===== config.mk =====
export PLATFORM = sky130hd
export DESIGN_NAME = mem_arbiter_flat
export DESIGN_NICKNAME = d
export VERILOG_FILES = /design/src/rtl/mem_arbiter_if.sv /design/src/rtl/mem_arbiter.sv /design/src/flat_wrapper.sv
export SDC_FILE = /design/constraint.sdc
export NUM_CORES = 1
export LEC_CHECK = 0
export BUFFER_PORTS_ARGS = -buffer_cell sky130_fd_sc_hd__clkbuf_2
export CORE_ASPECT_RATIO = 0.7
export CORE_UTILIZATION = 52
export CTS_BUF_LIST = sky130_fd_sc_hd__clkbuf_8
export DETAILED_ROUTE_END_ITERATION = 12
export PLACE_DENSITY = 0.94
export SLEW_MARGIN = 40
export SYNTH_ARGS = -nofsm -noshare
export SYNTH_HDL_FRONTEND = slang
export SYNTH_SLANG_ARGS = --single-unit

===== constraint.sdc =====
create_clock -name CLK -period 5.3 [get_ports CLK]
set_clock_uncertainty 0.05 [all_clocks]
set_input_delay 0.795 -clock CLK [delete_from_list [all_inputs] [get_ports CLK]]
set_output_delay 0.795 -clock CLK [all_outputs]
set_load 0.01 [all_outputs]

===== src/rtl/mem_arbiter_if.sv =====
// Request, response and RAM-port signals between the pipeline, the RAM model and mem_arbiter.
// The master modport is the arbiter's view; slave is the pipeline-plus-RAM side.
interface mem_arbiter_if;
    logic        iREN;
    logic [31:0] iaddr;
    logic        dREN;
    logic        dWEN;
    logic [31:0] daddr;
    logic [31:0] dstore;
    logic        ihit;
    logic [31:0] imemload;
    logic        dhit;
    logic [31:0] dmemload;
    logic        ramREN;
    logic        ramWEN;
    logic [31:0] ramaddr;
    logic [31:0] ramstore;
    logic [31:0] ramload;
    logic [1:0]  ramstate;
    logic        timeout_err;

    modport master (
        input  iREN, iaddr, dREN, dWEN, daddr, dstore, ramload, ramstate,
        output ihit, imemload, dhit, dmemload, ramREN, ramWEN, ramaddr, ramstore, timeout_err
    );

    modport slave (
        output iREN, iaddr, dREN, dWEN, daddr, dstore, ramload, ramstate,
        input  ihit, imemload, dhit, dmemload, ramREN, ramWEN, ramaddr, ramstore, timeout_err
    );
endinterface


===== src/rtl/mem_arbiter.sv =====
// Single-port RAM arbiter: data beats fetch, one access at a time, registered load word plus one-cycle hit.
// Latency: strobe the cycle after the request is sampled, hit the cycle after ACCESS; a stalled RAM aborts after TIMEOUT cycles.
module mem_arbiter #(
    parameter int unsigned TIMEOUT = 255,
    parameter logic [31:0] ERRWORD = 32'hBAD1BAD1
) (
    input  logic          CLK,
    input  logic          nRST,
    mem_arbiter_if.master bus
);
    typedef enum logic [2:0] {IDLE, DWAIT, IWAIT, DRESP, IRESP} state_t;

    // ramstate encoding follows cpu_types_pkg: FREE, BUSY, ACCESS, ERROR
    localparam logic [1:0] RAM_ACCESS = 2'd2;
    localparam logic [7:0] WAIT_LAST  = 8'(TIMEOUT - 1);

    state_t     state;
    logic [7:0] wait_cnt;

    always_ff @(posedge CLK or negedge nRST) begin
        if (!nRST) begin
            state           <= IDLE;
            wait_cnt        <= '0;
            bus.ihit        <= 1'b0;
            bus.dhit        <= 1'b0;
            bus.ramREN      <= 1'b0;
            bus.ramWEN      <= 1'b0;
            bus.ramaddr     <= '0;
            bus.ramstore    <= '0;
            bus.imemload    <= '0;
            bus.dmemload    <= '0;
            bus.timeout_err <= 1'b0;
        end else begin
            case (state)
                IDLE: begin
                    wait_cnt <= '0;
                    if (bus.dREN || bus.dWEN) begin
                        bus.ramaddr  <= bus.daddr;
                        bus.ramstore <= bus.dstore;
                        bus.ramWEN   <= bus.dWEN;
                        bus.ramREN   <= !bus.dWEN;
                        state        <= DWAIT;
                    end else if (bus.iREN) begin
                        bus.ramaddr <= bus.iaddr;
                        bus.ramREN  <= 1'b1;
                        state       <= IWAIT;
                    end
                end
                DWAIT, IWAIT: begin
                    // ACCESS takes precedence over an expiring counter on the same edge
                    if (bus.ramstate == RAM_ACCESS) begin
                        bus.ramREN <= 1'b0;
                        bus.ramWEN <= 1'b0;
                        if (state == DWAIT) begin
                            // ramWEN still holds the latched op here; writes keep the old load word
                            if (!bus.ramWEN) begin
                                bus.dmemload <= bus.ramload;
                            end
                            bus.dhit <= 1'b1;
                            state    <= DRESP;
                        end else begin
                            bus.imemload <= bus.ramload;
                            bus.ihit     <= 1'b1;
                            state        <= IRESP;
                        end
                    end else if (wait_cnt == WAIT_LAST) begin
                        bus.ramREN      <= 1'b0;
                        bus.ramWEN      <= 1'b0;
                        bus.timeout_err <= 1'b1;
                        if (state == DWAIT) begin
                            bus.dmemload <= ERRWORD;
                            bus.dhit     <= 1'b1;
                            state        <= DRESP;
                        end else begin
                            bus.imemload <= ERRWORD;
                            bus.ihit     <= 1'b1;
                            state        <= IRESP;
                        end
                    end else begin
                        wait_cnt <= wait_cnt + 8'd1;
                    end
                end
                DRESP, IRESP: begin
                    bus.ihit <= 1'b0;
                    bus.dhit <= 1'b0;
                    state    <= IDLE;
                end
                default: begin
                    state <= IDLE;
                end
            endcase
        end
    end
endmodule


===== src/flat_wrapper.sv =====
// flat-port wrapper written by rule: the top's interface ports become plain ports
module mem_arbiter_flat 
#(
    parameter int unsigned TIMEOUT = 255,
    parameter logic [31:0] ERRWORD = 32'hBAD1BAD1
)
  (CLK, nRST, bus_iREN, bus_iaddr, bus_dREN, bus_dWEN, bus_daddr, bus_dstore, bus_ramload, bus_ramstate, bus_ihit, bus_imemload, bus_dhit, bus_dmemload, bus_ramREN, bus_ramWEN, bus_ramaddr, bus_ramstore, bus_timeout_err);
  mem_arbiter_if bus_i ();
  input  logic CLK;
  input  logic nRST;
  input wire logic [$bits(bus_i.iREN)-1:0] bus_iREN;
  input wire logic [$bits(bus_i.iaddr)-1:0] bus_iaddr;
  input wire logic [$bits(bus_i.dREN)-1:0] bus_dREN;
  input wire logic [$bits(bus_i.dWEN)-1:0] bus_dWEN;
  input wire logic [$bits(bus_i.daddr)-1:0] bus_daddr;
  input wire logic [$bits(bus_i.dstore)-1:0] bus_dstore;
  input wire logic [$bits(bus_i.ramload)-1:0] bus_ramload;
  input wire logic [$bits(bus_i.ramstate)-1:0] bus_ramstate;
  output wire logic [$bits(bus_i.ihit)-1:0] bus_ihit;
  output wire logic [$bits(bus_i.imemload)-1:0] bus_imemload;
  output wire logic [$bits(bus_i.dhit)-1:0] bus_dhit;
  output wire logic [$bits(bus_i.dmemload)-1:0] bus_dmemload;
  output wire logic [$bits(bus_i.ramREN)-1:0] bus_ramREN;
  output wire logic [$bits(bus_i.ramWEN)-1:0] bus_ramWEN;
  output wire logic [$bits(bus_i.ramaddr)-1:0] bus_ramaddr;
  output wire logic [$bits(bus_i.ramstore)-1:0] bus_ramstore;
  output wire logic [$bits(bus_i.timeout_err)-1:0] bus_timeout_err;
  assign bus_i.iREN = bus_iREN;
  assign bus_i.iaddr = bus_iaddr;
  assign bus_i.dREN = bus_dREN;
  assign bus_i.dWEN = bus_dWEN;
  assign bus_i.daddr = bus_daddr;
  assign bus_i.dstore = bus_dstore;
  assign bus_i.ramload = bus_ramload;
  assign bus_i.ramstate = bus_ramstate;
  assign bus_ihit = bus_i.ihit;
  assign bus_imemload = bus_i.imemload;
  assign bus_dhit = bus_i.dhit;
  assign bus_dmemload = bus_i.dmemload;
  assign bus_ramREN = bus_i.ramREN;
  assign bus_ramWEN = bus_i.ramWEN;
  assign bus_ramaddr = bus_i.ramaddr;
  assign bus_ramstore = bus_i.ramstore;
  assign bus_timeout_err = bus_i.timeout_err;
  mem_arbiter #(.TIMEOUT(TIMEOUT), .ERRWORD(ERRWORD)) u_core (.CLK(CLK), .nRST(nRST), .bus(bus_i));
endmodule

Yosys cells after proc, flatten, opt, wreduce, memory -nomap -nowiden
Index checks and enable logic that the tools add are counted.
{"block": "totals", "ff_bits": 144}
{"block": "classes", "mux": 35, "eq_ne": 12, "addsub": 1, "bitwise": 2, "reduce_logical": 19}
{"op": "two-way mux 32 bit", "count": 11}
{"op": "two-way mux 8 bit", "count": 2}
{"op": "one-hot mux 8 bit (2 select lines)", "count": 1}
{"op": "two-way mux 3 bit", "count": 5}
{"op": "AND reduction 3 bit", "count": 5}
{"op": "two-way mux 1 bit", "count": 11}
{"op": "adder 8 x 1 -> 8 bit (second input constant)", "count": 1}
{"op": "== test 8 bit (second input constant)", "count": 1}
{"op": "one-hot mux 1 bit (2 select lines)", "count": 4}
{"op": "AND reduction 2 bit", "count": 4}
{"op": "nonzero test 2 bit", "count": 4}
{"op": "== test 3 x 2 -> 1 bit (second input constant)", "count": 2}
{"op": "!= test 2 bit (second input constant)", "count": 3}
{"op": "one-hot mux 3 bit (2 select lines)", "count": 1}
{"op": "AND reduction 4 bit", "count": 1}
{"op": "OR reduction 2 bit", "count": 2}
{"op": "== test 3 x 1 -> 1 bit (second input constant)", "count": 1}
{"op": "== test 3 bit (second input constant)", "count": 1}
{"op": "logical NOT 3 bit", "count": 1}
{"op": "!= test 3 x 1 -> 1 bit (second input constant)", "count": 1}
{"op": "!= test 3 x 2 -> 1 bit (second input constant)", "count": 1}
{"op": "== test 2 bit (second input constant)", "count": 1}
{"op": "!= test 2 x 1 -> 1 bit (second input constant)", "count": 1}
{"op": "NOT 1 bit", "count": 2}
{"op": "other kinds (2)", "count": 2}

Longest topological paths before layout
{"block": "depth", "depth_word": 5, "depth_mapped": 8, "ltp_nobuf": 7}

Worst setup path after synthesis
OpenSTA, ideal clock, no wires.
{"block": "synth_path", "kind": "in2reg", "startpoint": "input port bus_dWEN", "endpoint": "register u_core.bus.ramstore[10]", "path_slack_ns": 3.300, "t_required_ns": 5.125, "arrival_time_ns": 1.825, "cell_stages": 4, "cell_sequence": "or2_2 -> nand2_1 -> buf_2 -> mux2_2"}
{"block": "synth_via", "elab_chain_cells": 2}
{"element": "start, declared", "line": "flat_wrapper.sv:14", "source": "input wire logic [$bits(bus_i.dWEN)-1:0] bus_dWEN;"}
{"element": "logical OR 1 bit", "line": "mem_arbiter.sv:37", "source": "if (bus.dREN || bus.dWEN) begin"}
{"element": "AND reduction 2 bit (no source line)"}
{"element": "end signal, assigned", "line": "mem_arbiter.sv:39", "source": "bus.ramstore <= bus.dstore;"}
{"element": "end, declared", "line": "mem_arbiter_if.sv:24", "source": "output ihit, imemload, dhit, dmemload, ramREN, ramWEN, ramaddr, ramstore, timeout_err"}
No other way between the ends.
A chain may end at the register's enable or synchronous reset.

Worst setup path in the final report
{"block": "layout_path", "startpoint": "register u_core.state[2]", "endpoint": "register u_core.bus.ramstore[19]"}
{"block": "layout_via", "elab_chain_cells": 2}
{"element": "start, declared", "line": "mem_arbiter.sv:17", "source": "state_t state;"}
{"element": "start signal, assigned", "line": "mem_arbiter.sv:22", "source": "state <= IDLE;"}
{"element": "start signal, assigned", "line": "mem_arbiter.sv:42", "source": "state <= DWAIT;"}
{"element": "start signal, assigned", "line": "mem_arbiter.sv:46", "source": "state <= IWAIT;"}
{"element": "logical NOT 3 bit", "line": "mem_arbiter.sv:34", "source": "case (state)"}
{"element": "AND reduction 2 bit (no source line)"}
No other way between the ends.

==> flow_metrics.env <==
export IMPL_status="finished clean"
export IMPL_synthToLayoutAreaGrowth_pct=33.3
export IMPL_antenna_found_initial=0
export IMPL_core_mm2=0.0106
export IMPL_rows=31
export IMPL_yosysWarningCount=0
export IMPL_nets=848
export IMPL_fin_cells=872
export IMPL_start_util_pct=54.6
export IMPL_drive_gt1_share_pct=47.4
export IMPL_worstSetupStartpoint="u_core.state[2]$_DFFE_PN0P_"
export IMPL_slew_viol_final=0
export IMPL_avgSynthCellArea_um2=13.0
export IMPL_pin_count=268
export IMPL_grt_usage_pct=25.4
export IMPL_gp_congestion=0.873
export IMPL_required_ns=5.56
export IMPL_synth_top_area_cell="dfrtp_1"
export IMPL_peakVddDrop_mv=0.314
export IMPL_post_drt_wl_per_cell_um=16.8
export IMPL_ctsLongestPathBuffers=2
export IMPL_drv_cap=0
export IMPL_h_tree_depth=4
export IMPL_first_global_vias=4616
export IMPL_vias=4733
export IMPL_drt_iter0_markers=196
export IMPL_hpwl_um=10500
export IMPL_cp_arrival_ns=2.60
export IMPL_synth_edf_count=0
export IMPL_relSlewSlack_pct=53.8
export IMPL_dieArea_mm2=0.0115
export IMPL_post_route_drc_count=0
export IMPL_r2r_start="u_core.state[2]$_DFFE_PN0P_"
export IMPL_min_period_over_period_pct=44.0
export IMPL_endpoint_kind="flip-flop"
export IMPL_routed_wl_um=14700
export IMPL_io_buffers=267
export IMPL_rsz0062_at_grt="no"
export IMPL_synth_seq_cells=144
export IMPL_powerDensity_mw_per_mm2=605
export IMPL_clkSinkCount=144
export IMPL_overflow=0
export IMPL_synthArstFlopShare_pct=100
export IMPL_cts_made_buffers=17
export IMPL_die_w_um=128
export IMPL_die_h_um=90.1
export IMPL_cts_root_buf="clkbuf_8"
export IMPL_grt_max_degree=96
export IMPL_synth_area_mm2=0.00577
export IMPL_fin_crit_ns=2.33
export IMPL_hold_buffers=0
export IMPL_grt_pass1_wl_um=22800
export IMPL_postRouteAntennaNets=0
export IMPL_cts_repair_resized=0
export IMPL_hold_path_class="in2async"
export IMPL_avgViaCountPerCell=5.43
export IMPL_dp_cells=839
export IMPL_final_hold_viol_count=0
export IMPL_fmax_mhz=429
export IMPL_synth_top_cell_area_share_pct=62.5
export IMPL_finish_utilization_pct=72.8
export IMPL_clk_pin_slew_ns=0.09
export IMPL_netlist_top_cells_area="dfrtp_1 63%, mux2i_1 6.3%, mux2_2 6.3%"
export IMPL_cts_tree="done"
export IMPL_crit_path_start_kind="flip-flop"
export IMPL_ys_types=46
export IMPL_crit_fanout=23
export IMPL_p_leak_uw=0.00388
export IMPL_first_pass_iters=5
export IMPL_tightestPinTransition_ns=0.691
export IMPL_synth_cells=445
export IMPL_tns_ns=0
export IMPL_critPathKind="reg2reg"
export IMPL_antenna_cells=0
export IMPL_synthFlopType="dfrtp_1"
export IMPL_syn_num_nets=582
export IMPL_clk_latency_ns=0.43
export IMPL_postCtsSetupBuffers=0
export IMPL_yosysSeqAreaShare_pct=62.5
export IMPL_setup_viol=0
-- cells in the mapped netlist (2+ instances only) --
master    number
ha_1           2
o21ai_2        2
a21oi_1        5
o21ai_0       37
nor2_1         6
buf_4          2
nand2_1       43
nand3_1        5
nor3_1         4
a31oi_1        4
o21a_1         3
o22a_1        36
a22o_1        29
mux2i_1       36
mux2_2        32
clkbuf_1      10
or3_1          2
inv_1          4
buf_2         13
dfrtp_1      144
-- critical path, cell delays in order (launching register included) --
cell	delay, ns
dfrtp_1	0.53
nor3_1	0.48
nand2_1	0.46
buf_4	0.38
mux2_2	0.31
-- cells in the final DEF, fill, tap and decap left out, types with 3 or more instances in the layout --
cell type | Yosys | layout
clkbuf_2 | 0 | 266
dfrtp_1 | 144 | 144
nand2_1 | 43 | 43
o21ai_0 | 37 | 37
mux2i_1 | 36 | 36
o22a_1 | 36 | 36
mux2_2 | 32 | 32
a22o_1 | 29 | 29
clkbuf_8 | 0 | 18
inv_1 | 4 | 7
nand3_1 | 5 | 5
nor2_1 | 6 | 5
a21oi_1 | 5 | 5
nor3_1 | 4 | 4
a31oi_1 | 4 | 4
clkinvlp_4 | 0 | 4
o21a_1 | 3 | 3
bufinv_16 | 0 | 3
buf_4 | 2 | 3
-- through the flow --
stage	setup slack (ns)	total power, µW	hold WS (ns)	instance area (µm²)
2_1_floorplan	3.30	2960	0.399	5770
5_1_grt	2.85	4930	0.142	7680
3_5_place_dp	2.63	3770	0.398	7250
3_3_place_gp	2.70	3630	0.393	7200
6_report	2.97	4650	0.154	7680
4_1_cts	2.96	4680	0.384	7650
-- layer usage --
layer	share of wire [%]	track usage, %
met3	7.2	6.55
met2	51	42.4
met1	40	32.1
met5	0	0
met4	1.7	9.31
-- cell families after synthesis --
family	after synthesis	share of synthesized area, %
flip-flops	144	62.5
AO/OA/AOI/OAI	124	15.7
AND/OR/NAND/NOR	74	5.93
multiplexers	69	12.7
buffers and inverters	31	2.56
adder cells (fa/ha/maj)	2	0.434
XOR/XNOR	1	0.152
-- report_power, final --
group / internal [µW] / total, µW / switching, µW
Combinational: 838 / 1800 / 958
Sequential: 1620 / 1970 / 345
Clock: 463 / 887 / 424
-- sequential cells by signal, summed over array words and instances (netlist names) --
name	flops
u_core.bus.ramstore	32
u_core.bus.ramREN	1
u_core.bus.imemload	32
u_core.state	3
u_core.bus.ramWEN	1
u_core.bus.ihit	1
u_core.bus.dmemload	32
u_core.bus.timeout_err	1
u_core.wait_cnt	8
u_core.bus.dhit	1
u_core.bus.ramaddr	32
-- layout make-up --
type	count	area, µm²
flip-flops and latches	144	3600
multi-input cells	270	2030
fillers	729	2870
clock inverters	15	171
clock buffers	17	234
inverters	5	18.8
repair buffers	273	1440
well taps	148	185
-- path summary, 6_finish.rpt --
check	slack [ns]	cells after the start	endpoint
max	2.97	4	u_core.bus.ramstore[19]$_DFFE_PN0P_
max reg2reg	2.97	4	u_core.bus.ramstore[19]$_DFFE_PN0P_
min in group CLK	0.41	1	u_core.bus.timeout_err$_DFFE_PN0P_
min	0.15	1	u_core.bus.ramstore[8]$_DFFE_PN0P_
min reg2reg	0.41	1	u_core.bus.timeout_err$_DFFE_PN0P_
max in group asynchronous	3.76	3	u_core.bus.ramstore[19]$_DFFE_PN0P_
(Power assumes the default switching activity.)
